$ cat src/rtl/dmem_arbiter_if.sv
// Bus bundle between the requesters, the data-memory arbiter and the memory.
//   cpu_*  : CPU load/store channel (byte address, RV32I funct3 size/sign code)
//   dma_*  : word-only loader/debug channel (dma_addr[1:0] ignored)
//   mem_*  : single-port synchronous memory, read data valid the cycle after mem_re
// The slave modport is the arbiter's view; master is the requester/memory side.
interface dmem_arbiter_if #(
    parameter int unsigned MEM_AW = 12
);
    logic              cpu_req;
    logic              cpu_we;
    logic [2:0]        cpu_funct3;
    logic [31:0]       cpu_addr;
    logic [31:0]       cpu_wdata;
    logic              cpu_ready;
    logic [31:0]       cpu_rdata;
    logic              cpu_err;

    logic              dma_req;
    logic              dma_we;
    logic [31:0]       dma_addr;
    logic [31:0]       dma_wdata;
    logic              dma_ready;
    logic [31:0]       dma_rdata;

    logic              mem_re;
    logic              mem_we;
    logic [MEM_AW-1:0] mem_addr;
    logic [31:0]       mem_wdata;
    logic [31:0]       mem_rdata;

    modport slave (
        input  cpu_req, cpu_we, cpu_funct3, cpu_addr, cpu_wdata,
        output cpu_ready, cpu_rdata, cpu_err,
        input  dma_req, dma_we, dma_addr, dma_wdata,
        output dma_ready, dma_rdata,
        output mem_re, mem_we, mem_addr, mem_wdata,
        input  mem_rdata
    );

    modport master (
        output cpu_req, cpu_we, cpu_funct3, cpu_addr, cpu_wdata,
        input  cpu_ready, cpu_rdata, cpu_err,
        output dma_req, dma_we, dma_addr, dma_wdata,
        input  dma_ready, dma_rdata,
        input  mem_re, mem_we, mem_addr, mem_wdata,
        output mem_rdata
    );
endinterface

$ cat src/rtl/dmem_arbiter.sv
// Round-robin data-memory arbiter between a CPU (byte/half/word loads and
// stores, sub-word stores done as read-modify-write) and a word-only DMA port.
//   clk  : system clock, rising edge
//   rst  : asynchronous active-high reset
//   bus  : dmem_arbiter_if.slave carrying the cpu_*, dma_* and mem_* signals
// All outputs are registered; their next values are decoded from the next
// state and next latched request so they line up with the state they belong to.
module dmem_arbiter #(
    parameter int unsigned MEM_AW = 12
) (
    input  logic                 clk,
    input  logic                 rst,
    dmem_arbiter_if.slave        bus
);
    localparam int unsigned AW = MEM_AW + 2;

    typedef enum logic [2:0] {IDLE, RD, WAIT, WR, DONE} state_t;

    state_t            state, state_n;
    logic              lat_cpu, lat_cpu_n;
    logic              lat_we, lat_we_n;
    logic              lat_err, lat_err_n;
    logic [2:0]        lat_f3, lat_f3_n;
    logic [AW-1:0]     lat_addr, lat_addr_n;
    logic [31:0]       lat_wdata, lat_wdata_n;
    logic [31:0]       cap, cap_n;
    logic              dma_last, dma_last_n;
    logic              grant_cpu;

    logic              cpu_ready_n, dma_ready_n, cpu_err_n, mem_re_n, mem_we_n;
    logic [31:0]       cpu_rdata_n, dma_rdata_n, mem_wdata_n;
    logic [MEM_AW-1:0] mem_addr_n;

    // Address bits outside the memory window are intentionally dropped.
    logic unused_addr_bits;
    assign unused_addr_bits = ^{bus.cpu_addr[31:AW], bus.dma_addr[31:AW], bus.dma_addr[1:0]};

    // Illegal funct3 for the direction, or a misaligned half/word.
    function automatic logic access_err(input logic we, input logic [2:0] f3, input logic [1:0] off);
        logic e;
        e = 1'b1;
        case (f3)
            3'd0:    e = 1'b0;
            3'd1:    e = off[0];
            3'd2:    e = (off != 2'b00);
            3'd4:    e = we;
            3'd5:    e = we | off[0];
            default: e = 1'b1;
        endcase
        return e;
    endfunction

    // Merge store data into the captured word (word stores pass through).
    function automatic logic [31:0] merge(input logic [31:0] old, input logic [31:0] wd,
                                          input logic [2:0] f3, input logic [1:0] off);
        logic [31:0] w;
        w = old;
        case (f3[1:0])
            2'd0:    w[{off, 3'b000} +: 8]       = wd[7:0];
            2'd1:    w[{off[1], 4'b0000} +: 16] = wd[15:0];
            default: w = wd;
        endcase
        return w;
    endfunction

    // Lane select plus sign/zero extension of a load.
    function automatic logic [31:0] load_ext(input logic [31:0] w, input logic [2:0] f3, input logic [1:0] off);
        logic [31:0] s;
        logic [31:0] r;
        s = w >> {off, 3'b000};
        case (f3)
            3'd0:    r = {{24{s[7]}}, s[7:0]};
            3'd1:    r = {{16{s[15]}}, s[15:0]};
            3'd2:    r = w;
            3'd4:    r = {24'd0, s[7:0]};
            3'd5:    r = {16'd0, s[15:0]};
            default: r = 32'd0;
        endcase
        return r;
    endfunction

    // State, latched request and registered outputs.
    always_ff @(posedge clk or posedge rst) begin
        if (rst) begin
            state         <= IDLE;
            lat_cpu       <= 1'b0;
            lat_we        <= 1'b0;
            lat_err       <= 1'b0;
            lat_f3        <= 3'd0;
            lat_addr      <= '0;
            lat_wdata     <= 32'd0;
            cap           <= 32'd0;
            dma_last      <= 1'b1;
            bus.cpu_ready <= 1'b0;
            bus.cpu_rdata <= 32'd0;
            bus.cpu_err   <= 1'b0;
            bus.dma_ready <= 1'b0;
            bus.dma_rdata <= 32'd0;
            bus.mem_re    <= 1'b0;
            bus.mem_we    <= 1'b0;
            bus.mem_addr  <= '0;
            bus.mem_wdata <= 32'd0;
        end else begin
            state         <= state_n;
            lat_cpu       <= lat_cpu_n;
            lat_we        <= lat_we_n;
            lat_err       <= lat_err_n;
            lat_f3        <= lat_f3_n;
            lat_addr      <= lat_addr_n;
            lat_wdata     <= lat_wdata_n;
            cap           <= cap_n;
            dma_last      <= dma_last_n;
            bus.cpu_ready <= cpu_ready_n;
            bus.cpu_rdata <= cpu_rdata_n;
            bus.cpu_err   <= cpu_err_n;
            bus.dma_ready <= dma_ready_n;
            bus.dma_rdata <= dma_rdata_n;
            bus.mem_re    <= mem_re_n;
            bus.mem_we    <= mem_we_n;
            bus.mem_addr  <= mem_addr_n;
            bus.mem_wdata <= mem_wdata_n;
        end
    end

    // Arbitration, next state and next output values.
    always_comb begin
        state_n     = state;
        lat_cpu_n   = lat_cpu;
        lat_we_n    = lat_we;
        lat_err_n   = lat_err;
        lat_f3_n    = lat_f3;
        lat_addr_n  = lat_addr;
        lat_wdata_n = lat_wdata;
        cap_n       = cap;
        dma_last_n  = dma_last;
        grant_cpu   = 1'b0;

        case (state)
            IDLE: begin
                if (bus.cpu_req || bus.dma_req) begin
                    // CPU wins unless DMA also asks and the CPU had the last grant.
                    grant_cpu  = bus.cpu_req && (!bus.dma_req || dma_last);
                    lat_cpu_n  = grant_cpu;
                    dma_last_n = !grant_cpu;
                    if (grant_cpu) begin
                        lat_we_n    = bus.cpu_we;
                        lat_f3_n    = bus.cpu_funct3;
                        lat_addr_n  = bus.cpu_addr[AW-1:0];
                        lat_wdata_n = bus.cpu_wdata;
                        lat_err_n   = access_err(bus.cpu_we, bus.cpu_funct3, bus.cpu_addr[1:0]);
                    end else begin
                        lat_we_n    = bus.dma_we;
                        lat_f3_n    = 3'd2;
                        lat_addr_n  = {bus.dma_addr[AW-1:2], 2'b00};
                        lat_wdata_n = bus.dma_wdata;
                        lat_err_n   = 1'b0;
                    end
                    if (lat_err_n)
                        state_n = DONE;
                    else if (lat_we_n && (lat_f3_n == 3'd2))
                        state_n = WR;
                    else
                        state_n = RD;
                end
            end
            RD:   state_n = WAIT;
            WAIT: begin
                cap_n   = bus.mem_rdata;
                state_n = lat_we ? WR : DONE;
            end
            WR:   state_n = DONE;
            DONE: state_n = IDLE;
            default: state_n = IDLE;
        endcase

        mem_re_n    = (state_n == RD);
        mem_we_n    = (state_n == WR);
        mem_addr_n  = lat_addr_n[AW-1:2];
        mem_wdata_n = (state_n == WR) ? merge(cap_n, lat_wdata_n, lat_f3_n, lat_addr_n[1:0]) : 32'd0;
        cpu_ready_n = (state_n == DONE) && lat_cpu_n;
        dma_ready_n = (state_n == DONE) && !lat_cpu_n;
        cpu_err_n   = cpu_ready_n && lat_err_n;
        cpu_rdata_n = (cpu_ready_n && !lat_err_n && !lat_we_n)
                      ? load_ext(cap_n, lat_f3_n, lat_addr_n[1:0]) : 32'd0;
        dma_rdata_n = (dma_ready_n && !lat_we_n) ? cap_n : 32'd0;
    end
endmodule
$ cat src/flat_wrapper.sv
// flat-port wrapper written by rule: the top's interface ports become plain ports
module dmem_arbiter_flat 
#(
    parameter int unsigned MEM_AW = 12
)
  (clk, rst, bus_cpu_req, bus_cpu_we, bus_cpu_funct3, bus_cpu_addr, bus_cpu_wdata, bus_cpu_ready, bus_cpu_rdata, bus_cpu_err, bus_dma_req, bus_dma_we, bus_dma_addr, bus_dma_wdata, bus_dma_ready, bus_dma_rdata, bus_mem_re, bus_mem_we, bus_mem_addr, bus_mem_wdata, bus_mem_rdata);
  dmem_arbiter_if #(.MEM_AW(MEM_AW)) bus_i ();
  input  logic clk;
  input  logic rst;
  input wire logic [$bits(bus_i.cpu_req)-1:0] bus_cpu_req;
  input wire logic [$bits(bus_i.cpu_we)-1:0] bus_cpu_we;
  input wire logic [$bits(bus_i.cpu_funct3)-1:0] bus_cpu_funct3;
  input wire logic [$bits(bus_i.cpu_addr)-1:0] bus_cpu_addr;
  input wire logic [$bits(bus_i.cpu_wdata)-1:0] bus_cpu_wdata;
  output wire logic [$bits(bus_i.cpu_ready)-1:0] bus_cpu_ready;
  output wire logic [$bits(bus_i.cpu_rdata)-1:0] bus_cpu_rdata;
  output wire logic [$bits(bus_i.cpu_err)-1:0] bus_cpu_err;
  input wire logic [$bits(bus_i.dma_req)-1:0] bus_dma_req;
  input wire logic [$bits(bus_i.dma_we)-1:0] bus_dma_we;
  input wire logic [$bits(bus_i.dma_addr)-1:0] bus_dma_addr;
  input wire logic [$bits(bus_i.dma_wdata)-1:0] bus_dma_wdata;
  output wire logic [$bits(bus_i.dma_ready)-1:0] bus_dma_ready;
  output wire logic [$bits(bus_i.dma_rdata)-1:0] bus_dma_rdata;
  output wire logic [$bits(bus_i.mem_re)-1:0] bus_mem_re;
  output wire logic [$bits(bus_i.mem_we)-1:0] bus_mem_we;
  output wire logic [$bits(bus_i.mem_addr)-1:0] bus_mem_addr;
  output wire logic [$bits(bus_i.mem_wdata)-1:0] bus_mem_wdata;
  input wire logic [$bits(bus_i.mem_rdata)-1:0] bus_mem_rdata;
  assign bus_i.cpu_req = bus_cpu_req;
  assign bus_i.cpu_we = bus_cpu_we;
  assign bus_i.cpu_funct3 = bus_cpu_funct3;
  assign bus_i.cpu_addr = bus_cpu_addr;
  assign bus_i.cpu_wdata = bus_cpu_wdata;
  assign bus_cpu_ready = bus_i.cpu_ready;
  assign bus_cpu_rdata = bus_i.cpu_rdata;
  assign bus_cpu_err = bus_i.cpu_err;
  assign bus_i.dma_req = bus_dma_req;
  assign bus_i.dma_we = bus_dma_we;
  assign bus_i.dma_addr = bus_dma_addr;
  assign bus_i.dma_wdata = bus_dma_wdata;
  assign bus_dma_ready = bus_i.dma_ready;
  assign bus_dma_rdata = bus_i.dma_rdata;
  assign bus_mem_re = bus_i.mem_re;
  assign bus_mem_we = bus_i.mem_we;
  assign bus_mem_addr = bus_i.mem_addr;
  assign bus_mem_wdata = bus_i.mem_wdata;
  assign bus_i.mem_rdata = bus_mem_rdata;
  dmem_arbiter #(.MEM_AW(MEM_AW)) u_core (.clk(clk), .rst(rst), .bus(bus_i));
endmodule
$ cat config.mk
export PLATFORM = sky130hd
export DESIGN_NAME = dmem_arbiter_flat
export DESIGN_NICKNAME = d
export VERILOG_FILES = /design/src/rtl/dmem_arbiter_if.sv /design/src/rtl/dmem_arbiter.sv /design/src/flat_wrapper.sv
export SDC_FILE = /design/constraint.sdc
export NUM_CORES = 1
export LEC_CHECK = 0
export CORE_ASPECT_RATIO = 0.9
export CORE_UTILIZATION = 30
export CTS_CLUSTER_DIAMETER = 150
export DETAILED_ROUTE_END_ITERATION = 12
export GPL_ROUTABILITY_DRIVEN = 0
export PLACE_DENSITY = 0.58
export SLEW_MARGIN = 0
export SYNTH_ARGS = -nofsm -noshare
export SYNTH_HDL_FRONTEND = slang
export SYNTH_SLANG_ARGS = --single-unit
$ cat constraint.sdc
create_clock -name clk -period 5.54 [get_ports clk]
set_input_delay 0.831 -clock clk [delete_from_list [all_inputs] [get_ports clk]]
set_output_delay 0.831 -clock clk [all_outputs]
set_load 0.02 [all_outputs]
==> results by group <==
Outcome
  – Status: finished, final reports clean

Synth
  – Total nets after synthesis: 1119
  – Predominant post-synthesis flop cell: sky130_fd_sc_hd__dfrtp_1
  – Sequential share of the synthesized area: 51.1%
  – Async set-reset flop share out of synthesis: 100%
  – Syn avg cell area: 9.80 µm²
  – EDFF count, synth: 0
  – Gate Count Post-Synth: 945
  – Cell type contributing the most total cell area after synthesis: sky130_fd_sc_hd__dfrtp_1
  – Area share of the leading cell type in the synthesized netlist: 50.8%
  – Number of distinct library cells after synthesis: 59
  – Mapped cell area: 9260 µm²
  – Yosys warns: 0
  – Register bit total from synthesis: 189
  – Ranking of synthesized cells by area: sky130_fd_sc_hd__dfrtp_1 51%, sky130_fd_sc_hd__mux2i_1 6.2%, sky130_fd_sc_hd__o21ai_0 4.4%

Route
  – Number of DRC markers after the initial detailed-route iteration: 713
  – Antenna Nets Post-Route: 0
  – Iteration count of the initial detailed-routing pass: 5
  – Avg Vias per Cell: 5.18
  – Drt total wl: 32200 µm
  – Total via count after detailed routing: 8088
  – Residual DRC: 0
  – WL/cell: 20.7 µm

Min path
  – Worst hold path startpoint: u_core.lat_wdata[27]
  – Worst hold path stage count: 1
  – Hold Path Sink: u_core.lat_wdata[27]
  – Worst Hold Class: register to register

Timing
  – Slew of the pin with the lowest slew margin: 1.31 ns
  – Crit path setup slack, layout: 1.37 ns
  – Final period demand of the worst path: 4.17 ns
  – Summed negative setup slack over all endpoints: 0 ns
  – Worst slew margin relative to its limit: 12.1%
  – Number of hold-slack violations in the final timing report: 0
  – Number of slew-limit violations in the final report: 0
  – Number of setup violations in the final report: 0
  – Max Freq: 240 MHz
  – RSZ-0062 raised after global routing: no
  – Worst clock skew: 0.0223 ns
  – Post-route clock period utilization: 75.3%

Place
  – Half-perimeter wire length after detailed placement: 23100 µm
  – Inst Count DP: 1528
  – Post-place instance area: 12000 µm²
  – Port Buffers: 243
  – Placement Setup Slack: 1.06 ns

Global route
  – Overall global routing resource usage: 20.5%
  – Number of global-route vias before repair: 8065
  – Number of antenna violations at the first check in global routing: 2
  – Pin count of the biggest net entering global routing: 88
  – Global-route wire length before repair: 48800 µm
  – Overall overflow remaining after global route: 0

Power and ir drop
  – Portion of total power attributed to combinational logic: 54.1%
  – Net switching component of the power: 3.33 mW
  – Cell internal pwr: 3.76 mW
  – Leakage power of the design: 5.41 nW
  – Pwr per Cell Area: 566 nW/µm²
  – Sequential share of power: 29.2%
  – Share of total power consumed by net switching: 47.0%
  – Part of the power in the clock network: 16.7%
  – Peak VDD IR: 293 µV

Layout
  – Final non-filler cell area: 12500 µm²
  – Filler cell count: 2926
  – Share of final-layout standard cells stronger than drive strength 1: 8.48%
  – Multi-input gate area: 3960 µm²
  – Non-filler instance count after layout: 1560
  – Number of nets in the finished design: 1318
  – Reg area: 4730 µm²
  – Area grow syn2layout: 35.2%

Floorplan
  – Total I/O pin count: 282
  – Std-Cell Rows: 60
  – Initial Utilization: 30.8%
  – Core Box Area: 30100 µm²
  – Height of the die: 169 µm
  – Area of the die: 31600 µm²
  – Overall die width: 187 µm

Setup path
  – Signal arrival time at the worst endpoint: 4.49 ns
  – FF-to-FF End: u_core.bus.mem_wdata[9]
  – Kind of critical path: input port to register
  – CP Capture Type: register
  – Crit path launch type: input port
  – Data required time at the worst endpoint: 5.86 ns
  – Max Fanout on Critical Path: 19
  – Startpoint of the most critical register-to-register path: u_core.state[0]
  – Worst-case register-to-register setup slack: 1.59 ns
  – Number of cell instances on the worst register-to-register path: 8

CTS
  – Clock latency on the worst-skew pair: 0.45 ns
  – Setup bufs post-CTS: 0
  – CTS resizes: 0
  – Count of hold-fix buffers inserted at cts: 0
  – Clock tree from TritonCTS: done
  – Cell chosen for the clock root: sky130_fd_sc_hd__clkbuf_16
  – Clock buffer depth: 2
  – CTS buffer count: 17
  – H-tree levels: 4
  – Number of clock sinks: 189
  – Clk slew on worst S/H paths: 0.07 ns

Flow run
  – Max-Cap Viols: 0
==> worst max-delay path by stage <==
stage	from	cells after the start	to	slack (ns)
after floorplan	bus_dma_req	12	u_core.bus.mem_wdata[15]	2.07
after global placement	bus_dma_req	10	u_core.bus.mem_wdata[15]	1.04
after detailed placement	bus_cpu_req	7	u_core.bus.mem_wdata[5]	1.06
after CTS	bus_dma_req	10	u_core.bus.mem_wdata[9]	1.50
after global routing	bus_dma_req	10	u_core.bus.mem_wdata[14]	1.20
final	bus_dma_req	10	u_core.bus.mem_wdata[9]	1.37
==> layout make-up <==
type,instances,share of cell area (%)
diodes,1,0.0200
inverters,42,1.29
multi-input cells,628,31.6
clock buffers,20,3.73
clock inverters,11,0.679
flip-flops and latches,189,37.8
well taps,403,4.03
repair buffers,266,20.9
==> sequential cells by signal, indices dropped and copies added, names as in the netlist, 2 cells and up <==
register / cells
u_core.lat_addr: 2
u_core.lat_f3: 3
u_core.cap: 32
u_core.state: 3
u_core.bus.mem_addr: 12
u_core.lat_wdata: 32
u_core.bus.mem_wdata: 32
u_core.bus.dma_rdata: 32
u_core.bus.cpu_rdata: 32
==> cell usage in the layout, fill, tap and decap left out, types with 25 or more instances in the layout <==
cell type,instances
sky130_fd_sc_hd__nor2_1,90
sky130_fd_sc_hd__nand3_1,40
sky130_fd_sc_hd__dfrtp_1,188
sky130_fd_sc_hd__inv_1,38
sky130_fd_sc_hd__o211ai_1,25
sky130_fd_sc_hd__a21oi_1,41
sky130_fd_sc_hd__a31oi_1,50
sky130_fd_sc_hd__mux2i_1,57
sky130_fd_sc_hd__o21ai_0,82
sky130_fd_sc_hd__nand2_1,90
sky130_fd_sc_hd__clkdlybuf4s50_1,243
==> power groups by stage <==
stage / registers [mW] / clock network (mW) / logic (mW)
final: 2.07 / 1.18 / 3.84
after global routing: 2.12 / 1.26 / 4.13
after detailed placement: 2.09 / 0 / 3.79
after CTS: 2.07 / 1.20 / 3.81
after global placement: 2.09 / 0 / 3.74
after floorplan: 2.21 / 0 / 2.32
==> kinds of logic after synthesis <==
group / synth area share (%)
compound gates: 21.1
simple gates: 14.0
flops: 51.1
buf+inv: 6.36
mux: 6.77
fa+ha+maj: 0.675
==> worst max-delay path: stages <==
cell,delay [ns]
sky130_fd_sc_hd__clkdlybuf4s50_1,0.51
sky130_fd_sc_hd__or2_0,0.26
sky130_fd_sc_hd__buf_4,0.20
sky130_fd_sc_hd__a21boi_1,0.49
sky130_fd_sc_hd__nor2_1,0.24
sky130_fd_sc_hd__inv_2,0.37
sky130_fd_sc_hd__ha_1,0.43
sky130_fd_sc_hd__and4b_1,0.57
sky130_fd_sc_hd__a211oi_2,0.16
sky130_fd_sc_hd__a2111oi_2,0.42
==> cell usage after synthesis, types with 2 or more instances <==
cell / n
sky130_fd_sc_hd__a32oi_1: 3
sky130_fd_sc_hd__buf_2: 23
sky130_fd_sc_hd__buf_4: 21
sky130_fd_sc_hd__mux2i_1: 57
sky130_fd_sc_hd__o21ai_1: 4
sky130_fd_sc_hd__a2111oi_2: 10
sky130_fd_sc_hd__clkbuf_1: 37
sky130_fd_sc_hd__nand2b_1: 3
sky130_fd_sc_hd__a22oi_1: 2
sky130_fd_sc_hd__a22o_1: 5
sky130_fd_sc_hd__inv_2: 3
sky130_fd_sc_hd__mux2_1: 4
sky130_fd_sc_hd__a211oi_1: 15
sky130_fd_sc_hd__ha_1: 5
sky130_fd_sc_hd__o21ai_0: 82
sky130_fd_sc_hd__dfrtp_1: 188
sky130_fd_sc_hd__o211ai_1: 25
sky130_fd_sc_hd__nand2_1: 92
sky130_fd_sc_hd__nor3_1: 9
sky130_fd_sc_hd__a31oi_1: 50
sky130_fd_sc_hd__nand3_1: 40
sky130_fd_sc_hd__a2111oi_0: 6
sky130_fd_sc_hd__a21oi_1: 41
sky130_fd_sc_hd__nor3_4: 3
sky130_fd_sc_hd__inv_1: 39
sky130_fd_sc_hd__buf_1: 4
sky130_fd_sc_hd__a21o_1: 15
sky130_fd_sc_hd__a21oi_2: 2
sky130_fd_sc_hd__a211oi_2: 11
sky130_fd_sc_hd__nor2_1: 90
sky130_fd_sc_hd__nor4_1: 2
sky130_fd_sc_hd__or3_1: 2
sky130_fd_sc_hd__and2_1: 3
sky130_fd_sc_hd__and3_1: 23
sky130_fd_sc_hd__o21ai_2: 2
==> through the flow <==
step	total power [mW]	util [%]	hold WS (ns)
floorplan	4.53	-	0.441
global placement	5.83	39.8	0.451
detailed placement	5.88	39.8	0.458
CTS	7.08	41.6	0.475
global route	7.51	41.6	0.494
finish	7.09	41.6	0.473
==> metal layers <==
| layer | GRT usage [%] | vias up | wire length, µm |
|---|---|---|---|
| met5 | 0 | - | 0 |
| met2 | 33.4 | 332 | 15100 |
| met4 | 4.88 | 0 | 392 |
| li1 | - | 3748 | - |
| met1 | 28.0 | 3983 | 14400 |
| met3 | 4.02 | 25 | 2260 |
Note: power is estimated with default switching activity, not from simulation.
